$ cat config.mk
export PLATFORM = sky130hd
export DESIGN_NAME = apb3_reg_responder
export DESIGN_NICKNAME = d
export VERILOG_FILES = /design/src/rtl/apb3_resp_pkg.sv /design/src/rtl/apb3_resp_regbank.sv /design/src/rtl/apb3_reg_responder.sv
export SDC_FILE = /design/constraint.sdc
export NUM_CORES = 1
export LEC_CHECK = 0
export ABC_AREA = 1
export CAP_MARGIN = 5
export CORE_MARGIN = 3
export CORE_UTILIZATION = 52
export CTS_CLUSTER_SIZE = 14
export DETAILED_ROUTE_END_ITERATION = 7
export PLACE_DENSITY = 0.85
export SYNTH_ARGS = -nofsm -noshare
export SYNTH_HDL_FRONTEND = slang
export SYNTH_SLANG_ARGS = --single-unit
$ cat constraint.sdc
create_clock -name HCLK -period 6.2 [get_ports HCLK]
set_input_delay 0.93 -clock HCLK [delete_from_list [all_inputs] [get_ports HCLK]]
set_output_delay 0.93 -clock HCLK [all_outputs]
set_load 0.01 [all_outputs]
$ cat src/rtl/apb3_resp_pkg.sv
// Shared definitions for the APB3 register responder: FSM encoding,
// register geometry and the access-error rule.
package apb3_resp_pkg;

  localparam int unsigned REG_W   = 32;
  localparam int unsigned IDX_LSB = 2;
  localparam int unsigned IDX_W   = 4;

  // FSM encoding; the remaining code (2'b11) recovers to IDLE.
  localparam logic [1:0] ST_IDLE = 2'b00;
  localparam logic [1:0] ST_WAIT = 2'b01;
  localparam logic [1:0] ST_DONE = 2'b10;

  // Error when the index is beyond the bank or a write targets the ID register.
  function automatic logic accessError(input logic [IDX_W-1:0] idx,
                                       input logic             write,
                                       input int unsigned      numRegs);
    return (32'(idx) >= numRegs) || (write && (idx == '0));
  endfunction

endpackage

$ cat src/rtl/apb3_resp_regbank.sv
// Register array for the APB3 responder.
// Register 0 is the constant ID_VALUE; registers 1..NUM_REGS-1 are writable.
// Ports: HCLK/HRESETN clock and sync active-low reset; wrEn/wrIdx/wrData
// write port; rdIdx/rdData_c combinational read mux; REG_OUT flattened bank.
module apb3_resp_regbank
  import apb3_resp_pkg::*;
#(
  parameter int unsigned       NUM_REGS = 8,
  parameter logic [REG_W-1:0]  ID_VALUE = 32'hA0B3_0001
) (
  input  logic                        HCLK,
  input  logic                        HRESETN,
  input  logic                        wrEn,
  input  logic [IDX_W-1:0]            wrIdx,
  input  logic [REG_W-1:0]            wrData,
  input  logic [IDX_W-1:0]            rdIdx,
  output logic [REG_W-1:0]            rdData_c,
  output logic [NUM_REGS*REG_W-1:0]   REG_OUT
);

  logic [REG_W-1:0] regs [1:NUM_REGS-1];

  // Write port; index decoded per register to keep index widths exact.
  always_ff @(posedge HCLK) begin
    if (!HRESETN) begin
      for (int i = 1; i < int'(NUM_REGS); i++) regs[i] <= '0;
    end else begin
      for (int i = 1; i < int'(NUM_REGS); i++) begin
        if (wrEn && (wrIdx == IDX_W'(i))) regs[i] <= wrData;
      end
    end
  end

  // Read mux; indices outside the bank return zero.
  always_comb begin
    rdData_c = '0;
    if (rdIdx == '0) rdData_c = ID_VALUE;
    for (int i = 1; i < int'(NUM_REGS); i++) begin
      if (rdIdx == IDX_W'(i)) rdData_c = regs[i];
    end
  end

  assign REG_OUT[REG_W-1:0] = ID_VALUE;
  for (genvar g = 1; g < int'(NUM_REGS); g++) begin : gRegOut
    assign REG_OUT[g*REG_W +: REG_W] = regs[g];
  end

endmodule

$ cat src/rtl/apb3_reg_responder.sv
// APB3 completer with a small register bank, fixed wait-state insertion
// through a registered PREADY, PSLVERR on bad accesses and a sticky
// protocol-violation flag.
// Ports: HCLK, HRESETN (sync active-low); APB3 PSEL/PENABLE/PWRITE/PADDR/
// PWDATA in, PRDATA/PREADY/PSLVERR out; PROT_ERR sticky flag; REG_OUT bank.
module apb3_reg_responder
  import apb3_resp_pkg::*;
#(
  parameter int unsigned      ADDR_WIDTH  = 8,
  parameter int unsigned      NUM_REGS    = 8,
  parameter int unsigned      WAIT_STATES = 2,
  parameter logic [REG_W-1:0] ID_VALUE    = 32'hA0B3_0001
) (
  input  logic                       HCLK,
  input  logic                       HRESETN,
  input  logic                       PSEL,
  input  logic                       PENABLE,
  input  logic                       PWRITE,
  input  logic [ADDR_WIDTH-1:0]      PADDR,
  input  logic [REG_W-1:0]           PWDATA,
  output logic [REG_W-1:0]           PRDATA,
  output logic                       PREADY,
  output logic                       PSLVERR,
  output logic                       PROT_ERR,
  output logic [NUM_REGS*REG_W-1:0]  REG_OUT
);

  localparam logic [IDX_W-1:0] WS = IDX_W'(WAIT_STATES);

  logic [1:0]            state, stateNext;
  logic [IDX_W-1:0]      cnt, cntNext;
  logic [ADDR_WIDTH-1:0] addrQ;
  logic                  writeQ;
  logic [REG_W-1:0]      wdataQ;
  logic                  errQ;

  logic                  readyNext, slverrNext, protSet, capture, wrEn;
  logic [REG_W-1:0]      rdataNext, rdData_c;
  logic [IDX_W-1:0]      idxIn, idxQ, rdIdx;
  logic                  setupErr, mismatch, accessHeld;

  assign idxIn      = PADDR[IDX_LSB +: IDX_W];
  assign idxQ       = addrQ[IDX_LSB +: IDX_W];
  assign setupErr   = accessError(idxIn, PWRITE, NUM_REGS);
  assign mismatch   = (PADDR != addrQ) || (PWRITE != writeQ);
  assign accessHeld = PSEL && PENABLE;

  // State register.
  always_ff @(posedge HCLK) begin
    if (!HRESETN) state <= ST_IDLE;
    else          state <= stateNext;
  end

  // Next state, completion outputs and datapath controls.
  always_comb begin
    stateNext  = state;
    cntNext    = cnt;
    readyNext  = 1'b0;
    rdataNext  = '0;
    slverrNext = 1'b0;
    protSet    = 1'b0;
    capture    = 1'b0;
    wrEn       = 1'b0;
    rdIdx      = idxQ;
    case (state)
      ST_IDLE: begin
        if (PSEL) begin
          if (PENABLE) begin
            protSet = 1'b1;
          end else begin
            capture = 1'b1;
            cntNext = WS;
            if (WAIT_STATES == 0) begin
              // Zero wait states: completion is registered straight from setup.
              stateNext  = ST_DONE;
              readyNext  = 1'b1;
              slverrNext = setupErr;
              rdIdx      = idxIn;
              rdataNext  = (PWRITE || setupErr) ? '0 : rdData_c;
            end else begin
              stateNext = ST_WAIT;
            end
          end
        end
      end
      ST_WAIT: begin
        if (!accessHeld) begin
          // Abandoned transfer: back to IDLE without completing.
          protSet   = 1'b1;
          stateNext = ST_IDLE;
          cntNext   = '0;
        end else begin
          protSet = mismatch;
          cntNext = cnt - 1'b1;
          if (cnt == IDX_W'(1)) begin
            stateNext  = ST_DONE;
            readyNext  = 1'b1;
            slverrNext = errQ;
            rdataNext  = (writeQ || errQ) ? '0 : rdData_c;
          end
        end
      end
      ST_DONE: begin
        stateNext = ST_IDLE;
        if (!accessHeld) begin
          protSet = 1'b1;
        end else begin
          protSet = mismatch;
          wrEn    = writeQ && !errQ;
        end
      end
      default: stateNext = ST_IDLE;
    endcase
  end

  // Registered outputs, wait counter, transfer latches and sticky error.
  always_ff @(posedge HCLK) begin
    if (!HRESETN) begin
      cnt      <= '0;
      PREADY   <= 1'b0;
      PRDATA   <= '0;
      PSLVERR  <= 1'b0;
      PROT_ERR <= 1'b0;
      addrQ    <= '0;
      writeQ   <= 1'b0;
      wdataQ   <= '0;
      errQ     <= 1'b0;
    end else begin
      cnt     <= cntNext;
      PREADY  <= readyNext;
      PRDATA  <= rdataNext;
      PSLVERR <= slverrNext;
      if (protSet) PROT_ERR <= 1'b1;
      if (capture) begin
        addrQ  <= PADDR;
        writeQ <= PWRITE;
        wdataQ <= PWDATA;
        errQ   <= setupErr;
      end
    end
  end

  apb3_resp_regbank #(
    .NUM_REGS (NUM_REGS),
    .ID_VALUE (ID_VALUE)
  ) uRegbank (
    .HCLK     (HCLK),
    .HRESETN  (HRESETN),
    .wrEn     (wrEn),
    .wrIdx    (idxQ),
    .wrData   (wdataQ),
    .rdIdx    (rdIdx),
    .rdData_c (rdData_c),
    .REG_OUT  (REG_OUT)
  );

endmodule

==> results.sh, run 1 <==
export IMPL_grt_max_degree=85
export IMPL_cp_required_ns=6.55
export IMPL_hold_end="PROT_ERR$_SDFFE_PN0P_"
export IMPL_synthArstFlopShare_pct=0
export IMPL_reg2reg_slack_ns=3.23
export IMPL_synth_seq_cells=307
export IMPL_drc=0
export IMPL_drt_total_wl_um=38900
export IMPL_dieArea_mm2=0.0262
export IMPL_root_buffer="clkbuf_16"
export IMPL_layout_area_overhead_vs_synth_pct=32.1
export IMPL_synth_top_cell_by_area="edfxtp_1"
export IMPL_nets=1590
export IMPL_clk_path_buf_depth=3
export IMPL_core_mm2=0.0237
export IMPL_maxCapViolations=0
export IMPL_place_ws_ns=2.51
export IMPL_netlist_area_mm2=0.0126
export IMPL_max_freq_mhz=311
export IMPL_peakVddDrop_mv=0.195
export IMPL_grt_pass1_wl_um=57400
export IMPL_hold_ws_ns=0.467
export IMPL_report_final_setup_viol=0
export IMPL_min_from="PROT_ERR$_SDFFE_PN0P_"
export IMPL_vias=10300
export IMPL_slew_headroom_pct=10.9
export IMPL_synth_cell_type_count=32
export IMPL_fin_crit_ns=3.21
export IMPL_hold_path_class="flip-flop to flip-flop"
export IMPL_grt_pass1_vias=9802
export IMPL_min_delay_path_depth=2
export IMPL_die_w_um=162
export IMPL_cp_end_kind="flip-flop"
export IMPL_synth_flop_cell="edfxtp_1"
export IMPL_dr_pass1_iters=6
export IMPL_synth_most_common_cell="nor2_1"
export IMPL_diodes=0
export IMPL_power_leakage_nw=6.38
export IMPL_via_per_inst=5.48
export IMPL_arrival_ns=3.57
export IMPL_worstSetupPathType="input pin to flip-flop"
export IMPL_crit_path_start_kind="input pin"
export IMPL_final_antenna_net_count=0
export IMPL_yosysSeqAreaShare_pct=66.4
export IMPL_post_cts_resized=0
export IMPL_finalMaxSlewViolations=0
export IMPL_hpwl_um=27800
export IMPL_rsz0062_at_grt="false"
export IMPL_antenna_found_initial=0
export IMPL_hold_viol_final=0
export IMPL_place_congestion=0.893
export IMPL_die_h_um=162
export IMPL_synth_area_leaders="edfxtp_1 53%, dfxtp_1 13%, nor2_1 8.4%, nand2_1 6.5%, a21oi_1 4.2%"
export IMPL_rows=56
export IMPL_synth_edf_count=224
export IMPL_run_status="completed"
export IMPL_power_mw=4.56
export IMPL_cts_sinks=307
export IMPL_rr_endpoint="uRegbank.regs[3][30]$_SDFFCE_PN0P_"
export IMPL_htree_levels=1
export IMPL_clk_pin_slew_worst_paths_ns=0.06
export IMPL_grt_ovfl_total=0
export IMPL_worstSkewPairLatency_ns=0.56
export IMPL_power_density_mw_per_mm2=273
export IMPL_hold_buffers=0
export IMPL_routedWlPerCell_um=20.7
export IMPL_synth_cells=1256
export IMPL_ioPinCount=336
export IMPL_drive_above_1_share_pct=5.44
export IMPL_drtIter0Drc=1421
export IMPL_r2r_cells=4
export IMPL_clock_skew_final_ns=0.0188
export IMPL_grtUsageTotal_pct=28.5
export IMPL_initial_core_util_pct=53.3
export IMPL_fin_area_mm2=0.0167
export IMPL_rr_startpoint="addrQ[2]$_SDFFE_PN0P_"
export IMPL_worst_slack_ns=2.99
export IMPL_cts_tree="built"
export IMPL_numCtsBuffers=31
export IMPL_postCtsSetupRepairBufs=0
export IMPL_crit_path_max_fanout=32
export IMPL_tightest_slew_ns=1.33
export IMPL_setup_tns_ns=0
export IMPL_finalCritPeriodShare_pct=51.8
export IMPL_synth_area_per_cell_um2=10.1
export IMPL_ys_top_cells_by_count="282 x nor2_1, 224 x edfxtp_1, 217 x nand2_1, 106 x a21oi_1, 88 x inv_1"
export IMPL_port_buffers=303
export IMPL_yosysTopAreaCellShare_pct=53.3
export IMPL_yosys_warnings=0
export IMPL_placed_cell_area_mm2=0.0157
## sequential cells by signal, indices dropped and copies added (netlist names)
name           flops
addrQ              8
uRegbank.regs    224
cnt                4
writeQ             1
state              2
errQ               1
wdataQ            32
PSLVERR            1
PROT_ERR           1
PREADY             1
PRDATA            32
## worst max path at each step
| stage | start | endpoint | slack [ns] | depth (start not counted) |
|---|---|---|---|---|
| floorplan | PENABLE | uRegbank.regs[2][0]$_SDFFCE_PN0P_ | 3.67 | 5 |
| global placement | PSEL | uRegbank.regs[2][15]$_SDFFCE_PN0P_ | 2.73 | 5 |
| detailed placement | PSEL | uRegbank.regs[3][30]$_SDFFCE_PN0P_ | 2.51 | 5 |
| CTS | PSEL | uRegbank.regs[3][30]$_SDFFCE_PN0P_ | 3.07 | 5 |
| global route | PSEL | uRegbank.regs[3][5]$_SDFFCE_PN0P_ | 2.81 | 5 |
| finish | PSEL | uRegbank.regs[3][30]$_SDFFCE_PN0P_ | 2.99 | 5 |
## where the power goes
part | internal [mW] | switching (mW)
Combinational | 0.170 | 0.297
Sequential | 2.28 | 0.0503
Clock | 0.998 | 0.764
## cells by family (layout without fill, tap and decap cells)
logic type / Yosys count / in the layout / share of synthesized area [%]
compound gates: 183 / 183 / 7.48
buf+inv: 194 / 470 / 7.15
simple gates: 564 / 564 / 18.3
flops: 307 / 307 / 66.4
other cells: 2 / 32 / 0.0595
fa+ha+maj: 6 / 6 / 0.595
## stage by stage
step                      utilization (%)  cells
after floorplan                         -   1286
after global placement               66.4   1825
after detailed placement             66.4   1825
after CTS                            70.4   1881
after global routing                 70.4   1881
final                                70.4   1881
## layer usage
metal / track usage (%) / routed length (um) / up-vias
li1: - / - / 4660
met1: 37.7 / 14200 / 4816
met2: 45.2 / 18000 / 727
met3: 6.20 / 4630 / 113
met4: 13.5 / 2060 / 0
met5: 0 / 0 / -
## critical path, stage by stage
cell	delay, ns
clkdlybuf4s50_1	0.51
nand2_1	0.12
nor2_2	0.51
nand3_1	1.07
nor2_1	0.41
## placed cells by master (no fill, tap or decap), types with 4 or more instances in the layout
cell / instances
clkdlybuf4s50_1: 302
dfxtp_1: 83
nor2_4: 4
conb_1: 32
nand2_1: 217
clkbuf_1: 8
ha_1: 6
a21oi_1: 106
clkinv_2: 11
edfxtp_1: 224
clkbuf_16: 31
nand3_1: 17
inv_1: 88
nor2_1: 282
a31oi_1: 6
nand4_1: 28
buf_4: 13
o21ai_0: 63
inv_2: 10
## layout make-up
| type | instances | area [um2] |
|---|---|---|
| clock buffers | 39 | 806 |
| well taps | 319 | 399 |
| flip-flops and latches | 307 | 8390 |
| multi-input cells | 785 | 3450 |
| inverters | 98 | 368 |
| clock inverters | 17 | 135 |
| repair buffers | 316 | 3130 |
| fillers | 1685 | 7010 |
No activity file was read; power rests on OpenSTA's default activity.
==> run 2, diff against run 1 <==
CORE_UTILIZATION = 44   (was 52)
PLACE_DENSITY = 0.77   (was 0.85)
clock period = 2.7 ns   (was 6.2 ns; I/O delays follow)
==> run 2 against run 1 <==
  * Worst setup slack got worse by 2.5 ns
  * Utilization shrank 8.4 points
  * Sequential power increased by 130%
  * Non-clock buffer count is 27 higher
  * First-iteration DRC count decreased by 9.6%
  * Combinational power is 130% higher
  * Highest routed layer unchanged
==> results.sh, run 2 (synthesis results as in run 1) <==
export IMPL_die_h_um=175
export IMPL_largest_reg_flops=224
export IMPL_numCtsBuffers=34
export IMPL_cp_required_ns=2.88
export IMPL_dieArea_mm2=0.0308
export IMPL_layout_common_cells="302 x clkdlybuf4s50_1, 282 x nor2_1, 224 x edfxtp_1"
export IMPL_hold_ws_ns=0.222
export IMPL_antenna_found_initial=2
export IMPL_die_w_um=175
export IMPL_report_final_setup_viol=0
export IMPL_postCtsSetupRepairBufs=0
export IMPL_hold_path_class="input pin to flip-flop"
export IMPL_worstSkewPairLatency_ns=0.50
export IMPL_final_common_cell="clkdlybuf4s50_1"
export IMPL_layout_area_overhead_vs_synth_pct=37.6
export IMPL_clk_pin_slew_worst_paths_ns=0.06
export IMPL_finalMaxSlewViolations=0
export IMPL_routedWlPerCell_um=20.9
export IMPL_nets=1620
export IMPL_rows=61
export IMPL_placed_cell_area_mm2=0.0162
export IMPL_htree_levels=2
export IMPL_arrival_ns=2.44
export IMPL_post_cts_resized=0
export IMPL_peakVddDrop_mv=0.432
export IMPL_run_status="completed"
export IMPL_clock_skew_final_ns=0.0165
export IMPL_fin_area_mm2=0.0174
export IMPL_hold_viol_final=0
export IMPL_max_freq_mhz=443
export IMPL_hold_buffers=0
export IMPL_reg_top3="uRegbank.regs (224), PRDATA (32), wdataQ (32)"
export IMPL_initial_core_util_pct=45.1
export IMPL_crit_path_start_kind="flip-flop"
export IMPL_power_density_mw_per_mm2=651
export IMPL_grt_pass1_wl_um=61100
export IMPL_via_per_inst=5.26
export IMPL_setup_tns_ns=0
export IMPL_core_mm2=0.0280
export IMPL_grt_max_degree=35
export IMPL_cts_tree="built"
export IMPL_place_congestion=0.962
export IMPL_cts_sinks=307
export IMPL_drtIter0Drc=1285
export IMPL_fin_crit_ns=2.26
export IMPL_port_buffers=303
export IMPL_vias=10400
export IMPL_maxCapViolations=0
export IMPL_power_leakage_nw=6.67
export IMPL_slew_headroom_pct=43.7
export IMPL_drive_above_1_share_pct=8.09
export IMPL_ioPinCount=336
export IMPL_tightest_slew_ns=0.841
export IMPL_worstSetupPathType="flip-flop to flip-flop"
export IMPL_grt_ovfl_total=0
export IMPL_clk_path_buf_depth=3
export IMPL_top_register="uRegbank.regs"
export IMPL_grt_pass1_vias=10200
export IMPL_drt_total_wl_um=41200
export IMPL_root_buffer="clkbuf_16"
export IMPL_hpwl_um=29500
export IMPL_finalCritPeriodShare_pct=83.6
export IMPL_crit_path_max_fanout=22
export IMPL_dr_pass1_iters=6
export IMPL_drc=0
export IMPL_cp_end_kind="flip-flop"
export IMPL_final_antenna_net_count=0
export IMPL_rsz0062_at_grt="false"
export IMPL_grtUsageTotal_pct=26.1
run 2: changes by cell type in the layout (fill, tap and decap cells not counted), moves of 4 or more:
cell,delta
nand2_1,-7
buf_12,+9
clkbuf_16,+8
nand3_1,-5
nand2_2,+7
buf_4,+18
clkinv_2,-6
nand3_2,+4
run 2: power breakdown:
part / internal (mW) / switching (mW) / total, mW
sequential: 5.23 / 0.123 / 5.35
clock: 3.05 / 1.81 / 4.86
combinational: 0.423 / 0.670 / 1.09
total: 8.70 / 2.61 / 11.3
run 2: worst paths after layout:
| path | start | endpoint | slack [ns] | depth (start not counted) |
|---|---|---|---|---|
| worst min register to register | PROT_ERR$_SDFFE_PN0P_ | PROT_ERR$_SDFFE_PN0P_ | 0.46 | 2 |
| worst max-delay path | addrQ[2]$_SDFFE_PN0P_ | uRegbank.regs[4][17]$_SDFFCE_PN0P_ | 0.44 | 6 |
| worst min-delay path | HRESETN | PROT_ERR$_SDFFE_PN0P_ | 0.22 | 3 |
| worst max register to register | addrQ[2]$_SDFFE_PN0P_ | uRegbank.regs[4][17]$_SDFFCE_PN0P_ | 0.44 | 6 |
run 2: worst max-delay path: stages (launching register included):
cell and delay [ns]:
dfxtp_1 0.40, inv_2 0.28, nand2_1 0.26, inv_2 0.48, nand2_1 0.13, nand2_2 0.13
buf_4 0.25
run 2: layout make-up:
type                    instances  area [um2]
diodes                          2        5.00
clock buffers                  50        1040
clock inverters                11         153
fillers                      2211       10600
inverters                      98         368
multi-input cells             785        3500
flip-flops and latches        307        8390
well taps                     378         473
repair buffers                343        3440
run 2: metal layers:
layer  vias to the layer above  global-route usage (%)  routed length [um]
met5                         -                       0                   0
met4                         0                    12.0                1970
met3                       130                    6.61                4530
met2                       692                    44.1               20100
met1                      4838                    31.6               14600
li1                       4725                       -                   -
run 2: stage by stage:
step           utilization [%]  instances  power, mW  setup WS (ns)
6_report                  62.0       1974       11.3          0.443
5_1_grt                   62.0       1974       11.6          0.333
4_1_cts                   62.0       1972       11.3          0.464
3_5_place_dp              57.7       1911       6.53          0.390
3_3_place_gp              57.7       1911       6.51          0.448
2_1_floorplan                -       1286       5.96          0.579
